--- src/rtl/lsu_access_sequencer.sv ---
// Load/store sequencer between the MEM stage and a word-organised data memory.
// Word-crossing accesses are split into two aligned beats, or rejected when splitting is disabled.
module lsu_access_sequencer #(
    parameter int ADDR_WIDTH       = 32,
    parameter bit SPLIT_MISALIGNED = 1'b1
) (
    input  logic                  clk,
    input  logic                  rst_n,
    input  logic                  req_valid,
    output logic                  req_ready,
    input  logic                  req_we,
    input  logic [2:0]            req_funct3,
    input  logic [ADDR_WIDTH-1:0] req_addr,
    input  logic [31:0]           req_wdata,
    output logic                  resp_valid,
    output logic [31:0]           resp_rdata,
    output logic                  misaligned_err,
    output logic                  stall,
    output logic                  mem_valid,
    input  logic                  mem_ready,
    output logic                  mem_we,
    output logic [ADDR_WIDTH-1:0] mem_addr,
    output logic [3:0]            mem_be,
    output logic [31:0]           mem_wdata,
    input  logic [31:0]           mem_rdata
);

    typedef enum logic [1:0] {IDLE, BEAT0, BEAT1, RESP} state_t;

    state_t      state;
    logic        we_q;
    logic [2:0]  funct3_q;
    logic [1:0]  off_q;
    logic [31:0] wdata_q;
    logic        cross_q;
    logic [31:0] lo_buf;

    function automatic logic [3:0] size_mask(input logic [1:0] size);
        case (size)
            2'b00:   return 4'b0001;
            2'b01:   return 4'b0011;
            default: return 4'b1111;
        endcase
    endfunction

    function automatic logic [2:0] size_bytes(input logic [1:0] size);
        case (size)
            2'b00:   return 3'd1;
            2'b01:   return 3'd2;
            default: return 3'd4;
        endcase
    endfunction

    // Byte enables and data spread over two words: [3:0]/[31:0] is beat 0, the upper half is beat 1.
    function automatic logic [7:0] lane_be(input logic [1:0] size, input logic [1:0] off);
        return {4'b0000, size_mask(size)} << off;
    endfunction

    function automatic logic [63:0] lane_data(input logic [31:0] wdata, input logic [1:0] off);
        return {32'h0, wdata} << {off, 3'b000};
    endfunction

    function automatic logic [31:0] extend(input logic [63:0] pair, input logic [1:0] off,
                                           input logic [2:0] funct3);
        logic [31:0] raw;
        raw = 32'(pair >> {off, 3'b000});
        case (funct3[1:0])
            2'b00:   return {{24{raw[7]  & ~funct3[2]}}, raw[7:0]};
            2'b01:   return {{16{raw[15] & ~funct3[2]}}, raw[15:0]};
            default: return raw;
        endcase
    endfunction

    logic req_cross;
    logic req_reject;
    assign req_cross  = ({1'b0, req_addr[1:0]} + size_bytes(req_funct3[1:0])) > 3'd4;
    assign req_reject = (req_funct3[1:0] == 2'b11) || (req_cross && !SPLIT_MISALIGNED);

    // NOTE: every register here is assigned with <= so all updates take effect together at the edge;
    // a blocking assignment would let later statements see the new value and change the logic.
    always_ff @(posedge clk or negedge rst_n) begin
        if (!rst_n) begin
            state          <= IDLE;
            we_q           <= 1'b0;
            funct3_q       <= 3'b000;
            off_q          <= 2'b00;
            wdata_q        <= 32'h0;
            cross_q        <= 1'b0;
            lo_buf         <= 32'h0;
            req_ready      <= 1'b1;
            resp_valid     <= 1'b0;
            resp_rdata     <= 32'h0;
            misaligned_err <= 1'b0;
            stall          <= 1'b0;
            mem_valid      <= 1'b0;
            mem_we         <= 1'b0;
            mem_addr       <= '0;
            mem_be         <= 4'b0000;
            mem_wdata      <= 32'h0;
        end else begin
            case (state)
                IDLE: begin
                    if (req_valid) begin
                        we_q      <= req_we;
                        funct3_q  <= req_funct3;
                        off_q     <= req_addr[1:0];
                        wdata_q   <= req_wdata;
                        cross_q   <= req_cross;
                        req_ready <= 1'b0;
                        if (req_reject) begin
                            state          <= RESP;
                            resp_valid     <= 1'b1;
                            misaligned_err <= 1'b1;
                            resp_rdata     <= 32'h0;
                        end else begin
                            state     <= BEAT0;
                            stall     <= 1'b1;
                            mem_valid <= 1'b1;
                            mem_we    <= req_we;
                            mem_addr  <= {req_addr[ADDR_WIDTH-1:2], 2'b00};
                            mem_be    <= req_we ? 4'(lane_be(req_funct3[1:0], req_addr[1:0])) : 4'b1111;
                            mem_wdata <= 32'(lane_data(req_wdata, req_addr[1:0]));
                        end
                    end
                end
                BEAT0: begin
                    if (mem_ready) begin
                        lo_buf <= mem_rdata;
                        if (cross_q) begin
                            state     <= BEAT1;
                            mem_addr  <= mem_addr + ADDR_WIDTH'(4);
                            mem_be    <= we_q ? 4'(lane_be(funct3_q[1:0], off_q) >> 4) : 4'b1111;
                            mem_wdata <= 32'(lane_data(wdata_q, off_q) >> 32);
                        end else begin
                            state      <= RESP;
                            mem_valid  <= 1'b0;
                            stall      <= 1'b0;
                            resp_valid <= 1'b1;
                            resp_rdata <= we_q ? 32'h0 : extend({32'h0, mem_rdata}, off_q, funct3_q);
                        end
                    end
                end
                BEAT1: begin
                    // The high word is consumed straight from the bus, so it never needs its own buffer.
                    if (mem_ready) begin
                        state      <= RESP;
                        mem_valid  <= 1'b0;
                        stall      <= 1'b0;
                        resp_valid <= 1'b1;
                        resp_rdata <= we_q ? 32'h0 : extend({mem_rdata, lo_buf}, off_q, funct3_q);
                    end
                end
                RESP: begin
                    state          <= IDLE;
                    req_ready      <= 1'b1;
                    resp_valid     <= 1'b0;
                    resp_rdata     <= 32'h0;
                    misaligned_err <= 1'b0;
                end
                default: state <= IDLE;
            endcase
        end
    end

endmodule

--- config.mk ---
export PLATFORM = sky130hd
export DESIGN_NAME = lsu_access_sequencer
export DESIGN_NICKNAME = d
export VERILOG_FILES = /design/src/rtl/lsu_access_sequencer.sv
export SDC_FILE = /design/constraint.sdc
export NUM_CORES = 1
export LEC_CHECK = 0
export CORE_MARGIN = 5
export CORE_UTILIZATION = 36
export CTS_CLUSTER_DIAMETER = 60
export CTS_CLUSTER_SIZE = 12
export DETAILED_ROUTE_END_ITERATION = 10
export SKIP_LAST_GASP = 1
export SLEW_MARGIN = 5
export SYNTH_ARGS = -nofsm -noshare
export SYNTH_HDL_FRONTEND = slang
export SYNTH_SLANG_ARGS = --single-unit
--- constraint.sdc ---
create_clock -name clk -period 4.92 [get_ports clk]
set_input_delay 1.476 -clock clk [delete_from_list [all_inputs] [get_ports clk]]
set_output_delay 1.476 -clock clk [all_outputs]
set_load 0.01 [all_outputs]
==> results of run 1 <==
## layout by cell type (no fill, tap or decap), types with 4 or more instances in the layout
| master | n |
|---|---|
| a22oi_1 | 11 |
| inv_1 | 12 |
| a32oi_1 | 14 |
| clkbuf_16 | 17 |
| clkdlybuf4s50_1 | 205 |
| ha_1 | 6 |
| nor2b_1 | 12 |
| nand4_1 | 10 |
| dfrtp_1 | 166 |
| o211ai_1 | 10 |
| mux2i_1 | 82 |
| a211oi_1 | 16 |
| inv_6 | 4 |
| and2_1 | 19 |
| nor3_1 | 8 |
| o21ai_0 | 75 |
| nor2_1 | 69 |
| and3_1 | 7 |
| clkinv_8 | 9 |
| nand3_1 | 29 |
| nand2_1 | 158 |
| o21a_1 | 17 |
| a2111oi_0 | 16 |
| and4_1 | 7 |
| nand2b_1 | 5 |
| o221ai_1 | 16 |
| a221oi_1 | 10 |
| a2111o_1 | 16 |
| buf_4 | 16 |
| a21oi_1 | 34 |
| a31oi_1 | 6 |
| mux2_2 | 72 |
| mux4_2 | 7 |
| xor2_1 | 6 |
## layout make-up
| class | count | area share |
|---|---|---|
| multi-input combinational | 789 | 0.420 |
| inverter | 13 | 0.00372 |
| clock inverter | 15 | 0.0154 |
| timing repair buffer | 226 | 0.171 |
| sequential | 168 | 0.321 |
| tap | 378 | 0.0361 |
| clock buffer | 17 | 0.0324 |
## state kept, by name (all words and copies together) (netlist names)
| signal | cells |
|---|---|
| mem_be | 4 |
| mem_we | 1 |
| mem_addr | 30 |
| misaligned_err | 1 |
| cross_q | 1 |
| mem_wdata | 32 |
| wdata_q | 24 |
| we_q | 1 |
| mem_valid | 1 |
| req_ready | 1 |
| resp_rdata | 32 |
| state | 2 |
| resp_valid | 1 |
| lo_buf | 32 |
| funct3_q | 3 |
| off_q | 2 |
## worst min-delay path, stage by stage (launching register included)
cell and delay (ps):
dfrtp_1 340, nand2_1 50, o31ai_1 60
## path summary, 6_finish.rpt
| check | start | slack, ps | to |
|---|---|---|---|
| hold / removal | mem_be[1] | 480 | mem_be[1] |
| setup / recovery | req_funct3[1] | 1600 | resp_rdata[10] |
| min in group asynchronous | rst_n | 1070 | lo_buf[19] |
| hold reg to reg | mem_be[1] | 480 | mem_be[1] |
| setup reg to reg | state[0] | 2020 | resp_rdata[28] |
| max in group asynchronous | rst_n | 2830 | mem_wdata[26] |
## routing by layer
metal / vias up / track usage / share of wire
li1: 4224 / - / -
met1: 4419 / 0.302 / 0.48
met2: 251 / 0.308 / 0.45
met3: 39 / 0.0481 / 0.054
met4: 8 / 0.0445 / 0.015
met5: - / 0 / 0.0016
## kinds of logic (layout without fill, tap and decap cells)
group / after synthesis / count (layout) / share of synthesized area
other cells: 1 / 2 / 0.000369
compound gates: 268 / 268 / 0.189
xor+xnor: 7 / 7 / 0.00604
simple gates: 343 / 343 / 0.158
fa+ha+maj: 8 / 8 / 0.0106
buf+inv: 96 / 271 / 0.0454
flops: 168 / 168 / 0.414
mux: 161 / 161 / 0.176
## report_power, final
part	internal [W]	leakage [nW]	switching, W
logic	0.00208	2.97	0.00227
clock network	0.000695	0.300	0.000684
registers	0.00205	2.07	0.000723
## per-stage QoR
stage                     setup WS (ps)  std cells
final                              1600       1606
after global routing               1480       1606
after CTS                          1630       1606
after detailed placement           1170       1574
after global placement             1260       1574
after floorplan                    2020       1053
==> flow_summary.toml, run 1 <==
[status]
outcome = "finished clean"

[synth]
synth_area_per_cell_um2 = 9.66
yosys.area.top_type = "dfrtp_1"
synth_edf_count = 0
synthTopCellsByArea = "dfrtp_1 41%, mux2i_1 8.1%, mux2_2 8.0%"
synthFlopType = "dfrtp_1"
ys_warn_count = 0
async_flop_share = 1.00
synth_top_area_frac = 0.411
ys_seq_area_frac = 0.414
syn_area_mm2 = 0.0102
netlist_instances = 1052
synthTopCellsByCount = "167 x dfrtp_1, 158 x nand2_1, 82 x mux2i_1"
synthDistinctLibCells = 71
ys_ff_latch = 168
yosys.cell_count.top_type = "dfrtp_1"

[cells_and_area]
register_area_mm2 = 0.00421
fillCellCount = 2652
post-route-util = 0.471
fin_area_mm2 = 0.0131
drive_gt1_frac = 0.123
multi_input_area_mm2 = 0.00551
antenna_cells = 0
nNetsFinal = 1327
area_delta_synth_final_pct = 29.1

[detailed_routing]
wl_per_cell_um = 20.4
dr.pass1.iters = 5
num_vias = 8941
drtIter0Drc = 684
post_drt_via_cell_ratio = 5.57
drtAntennaViolNets = 0
drc = 0
totalWireLength_um = 32700

[sta]
report.final.slew_viol_count = 0
setup_viol = 0
hold_slack_ps = 481
finalHoldViolCount = 0
rsz0062_at_grt = "false"
tightest_slew_ps = 1040
fin_crit_ps = 3320
fin_crit_sh = 0.674
tns_ps = 0
clock_skew_ps = 19.8
slew_headroom = 0.305
fmax_mhz = 301

[global_routing]
track_usage = 0.205
grt_first_pass_wirelength_um = 51300
grt_start_max_net_pins = 79
grt_remaining_overflow = 0
first_global_vias = 8669
antenna_found_initial = 4

[setup_path]
critical_path_buf_inv_count = 2
cp_top_family = "simple AND/OR/NAND/NOR gates"
cp.arrival_ps = 3650
crit_path_max_fanout = 52
reg2reg_depth = 6
critical_path.max_stage_delay_ps = 680
crit_path_frequent_cell = "nand2_1"
critPathKind = "in -> reg"
crit_path_cell_trace = "clkdlybuf4s50_1 -> nand2_1 -> nand2_1 -> nand2_1 -> buf_12 -> or3_1 -> o221ai_1"
cp.required_ps = 5250
critPathSlowestCell = "clkdlybuf4s50_1"
path_depth = 7
crit_path_end_kind = "register"
worst_setup_path_start_kind = "input pin"

[worst_hold_path]
worstHoldPathCells = 2
hp-class = "reg -> reg"

[floorplan]
core_area_mm2 = 0.0279
ios = 210
chipHeight_um = 178
num_rows = 61
die-area_mm2 = 0.0317
initial_core_util = 0.365
die_w_um = 178

[clock_network]
clockRootBuffer = "clkbuf_16"
clkTransAtPathRegs_ps = 70
htree_num_levels = 4
hold_buffers = 0
post_cts_buffers = 0
cts_tree = "yes"
clock-sinks = 168
numCtsBuffers = 17
clockBufferDepth = 2
cts_resized = 0
clkLatencyLatePin_ps = 440

[place]
dp_hpwl_um = 23000
placed_cell_area_mm2 = 0.0125
portBuffers = 207
gp_congestion = 0.838

[power]
total_power_w = 0.00850
ir_drop_mv = 0.349
leakage_nw = 5.34
powerDensity_mw_per_mm2 = 648

[run]
cap_violations = 0
(Power assumes the default switching activity.)
==> run 2, diff against run 1 <==
==> constraint.sdc (replaced) <==
create_clock -name clk -period 2.7 [get_ports clk]
set_input_delay 0.81 -clock clk [delete_from_list [all_inputs] [get_ports clk]]
set_output_delay 0.81 -clock clk [all_outputs]
set_load 0.01 [all_outputs]
==> run 2 against run 1 <==
Against the previous run:
- clock power grew 85%
- critical path depth is the same
- final cell count grew 3.2%
- global-route usage grew 0.22 points
- first-iteration DRC count grew 2.6%
- die area is the same
- power grew 88%
- sequential power grew 74%
- sequential share of layout area shrank 1.2 points
- non-clock buffer count grew 51
- via count grew 2.7%
- count of clock-buffer cells in the layout is the same
- largest cell class unchanged
==> flow_summary.toml, run 2 (same netlist as run 1, synthesis figures left out) <==
[floorplan]
die-area_mm2 = 0.0317
core_area_mm2 = 0.0279
chipHeight_um = 178
num_rows = 61
initial_core_util = 0.365
ios = 210
die_w_um = 178

[clock_network]
clkLatencyLatePin_ps = 440
clkTransAtPathRegs_ps = 80
clockBufferDepth = 2
clock-sinks = 168
htree_num_levels = 4
numCtsBuffers = 17
clockRootBuffer = "clkbuf_16"
cts_tree = "yes"

[setup_path]
crit_path_end_kind = "register"
cp.required_ps = 3070
worst_setup_path_start_kind = "input pin"
cp.arrival_ps = 2920
crit_path_max_fanout = 32
critPathKind = "in -> reg"

[cells_and_area]
register_area_mm2 = 0.00421
top_regs = "lo_buf: 32 flops, mem_wdata: 32 flops, resp_rdata: 32 flops"
nNetsFinal = 1378
antenna_cells = 0
layout_common_cells = "205 x clkdlybuf4s50_1, 166 x dfrtp_1, 158 x nand2_1, 82 x mux2i_1, 75 x o21ai_0"
fin_cells = 1657
fillCellCount = 2624
area_delta_synth_final_pct = 33.9
multi_input_area_mm2 = 0.00551
final_common_cell = "clkdlybuf4s50_1"
drive_gt1_frac = 0.159

[power]
p_int_w = 0.00919
ir_drop_mv = 0.619
p_seq_frac = 0.301
leakage_nw = 5.63
powerDensity_mw_per_mm2 = 1180
power.switching_w = 0.00681
pwr-share-comb = 0.539
pwr-share-clk = 0.159
netSwitchingFraction = 0.426

[global_routing]
antenna_found_initial = 4
grt_remaining_overflow = 0
first_global_vias = 8960
track_usage = 0.207
grt_first_pass_wirelength_um = 52000
grt_start_max_net_pins = 59

[sta]
rsz0062_at_grt = "false"
fin_crit_sh = 0.943
fmax_mhz = 393
setup_viol = 0
tightest_slew_ps = 928
report.final.slew_viol_count = 0
hold_slack_ps = 250
fin_crit_ps = 2540
finalHoldViolCount = 0
clock_skew_ps = 19.8
slew_headroom = 0.379

[worst_hold_path]
hp-class = "in -> async"

[status]
outcome = "finished clean"

[detailed_routing]
dr.pass1.iters = 5
wl_per_cell_um = 20.2
drtAntennaViolNets = 0
drc = 0
post_drt_via_cell_ratio = 5.54
drtIter0Drc = 702
num_vias = 9181
totalWireLength_um = 33400

[place]
dp_hpwl_um = 23900
placed_cells = 1623
gp_congestion = 0.840
portBuffers = 207

[run]
cap_violations = 0
[run 2: final timing paths]
path / startpoint / end / slack [ps] / cells past startpoint
worst max-delay path: mem_ready / resp_rdata[28] / 160 / 7
worst min-delay path: rst_n / resp_rdata[22] / 250 / 1
worst max register to register: state[1] / resp_rdata[24] / 180 / 9
worst min register to register: resp_valid / resp_valid / 480 / 2
max in group asynchronous: rst_n / req_ready / 1740 / 2
min in group clk: resp_valid / resp_valid / 480 / 2
[run 2: metal layers]
layer  vias up  part of all wire  global-route usage
met5         -            0.0016                   0
met4         8             0.011              0.0387
met3        35             0.061              0.0555
met2       258              0.46               0.317
met1      4557              0.47               0.299
li1       4323                 -                   -
[run 2: power by group through the flow]
stage                     clock [W]  combinational, W  sequential (W)
final                       0.00255           0.00863         0.00482
after floorplan                   0           0.00501         0.00481
after global routing        0.00270           0.00939         0.00501
after detailed placement          0           0.00861         0.00486
after global placement            0           0.00851         0.00484
after CTS                   0.00261           0.00864         0.00483
[run 2: through the flow]
stage	power (W)	util	worst slack, ps	setup TNS [ps]	instance area [um2]
after global placement	0.0134	0.465	-380	-6720	13000
after global routing	0.0171	0.488	70.8	0	13600
after floorplan	0.00982	-	466	0	10200
final	0.0160	0.488	155	0	13600
after detailed placement	0.0135	0.465	-437	-7880	13000
after CTS	0.0161	0.488	28.3	0	13600
[run 2: layout make-up]
class / instances / share of cell area
Sequential cell: 168 / 0.310
Clock inverter: 15 / 0.0150
Inverter: 13 / 0.00359
Multi-Input combinational cell: 789 / 0.405
Timing Repair Buffer: 277 / 0.201
Clock buffer: 17 / 0.0313
Tap cell: 378 / 0.0348
[run 2: critical path: stages]
cell and delay (ps):
clkdlybuf4s50_1 500, nand2b_1 130, and4_4 220, nand2_1 180
buf_4 290, a2111oi_0 620, a2111o_1 160
[run 2: repair_timing]
action,in CTS,in global routing
hold buffers,0,0
resized for setup,0,1
endpoints found under the setup margin,0,34
buffers inserted,0,2
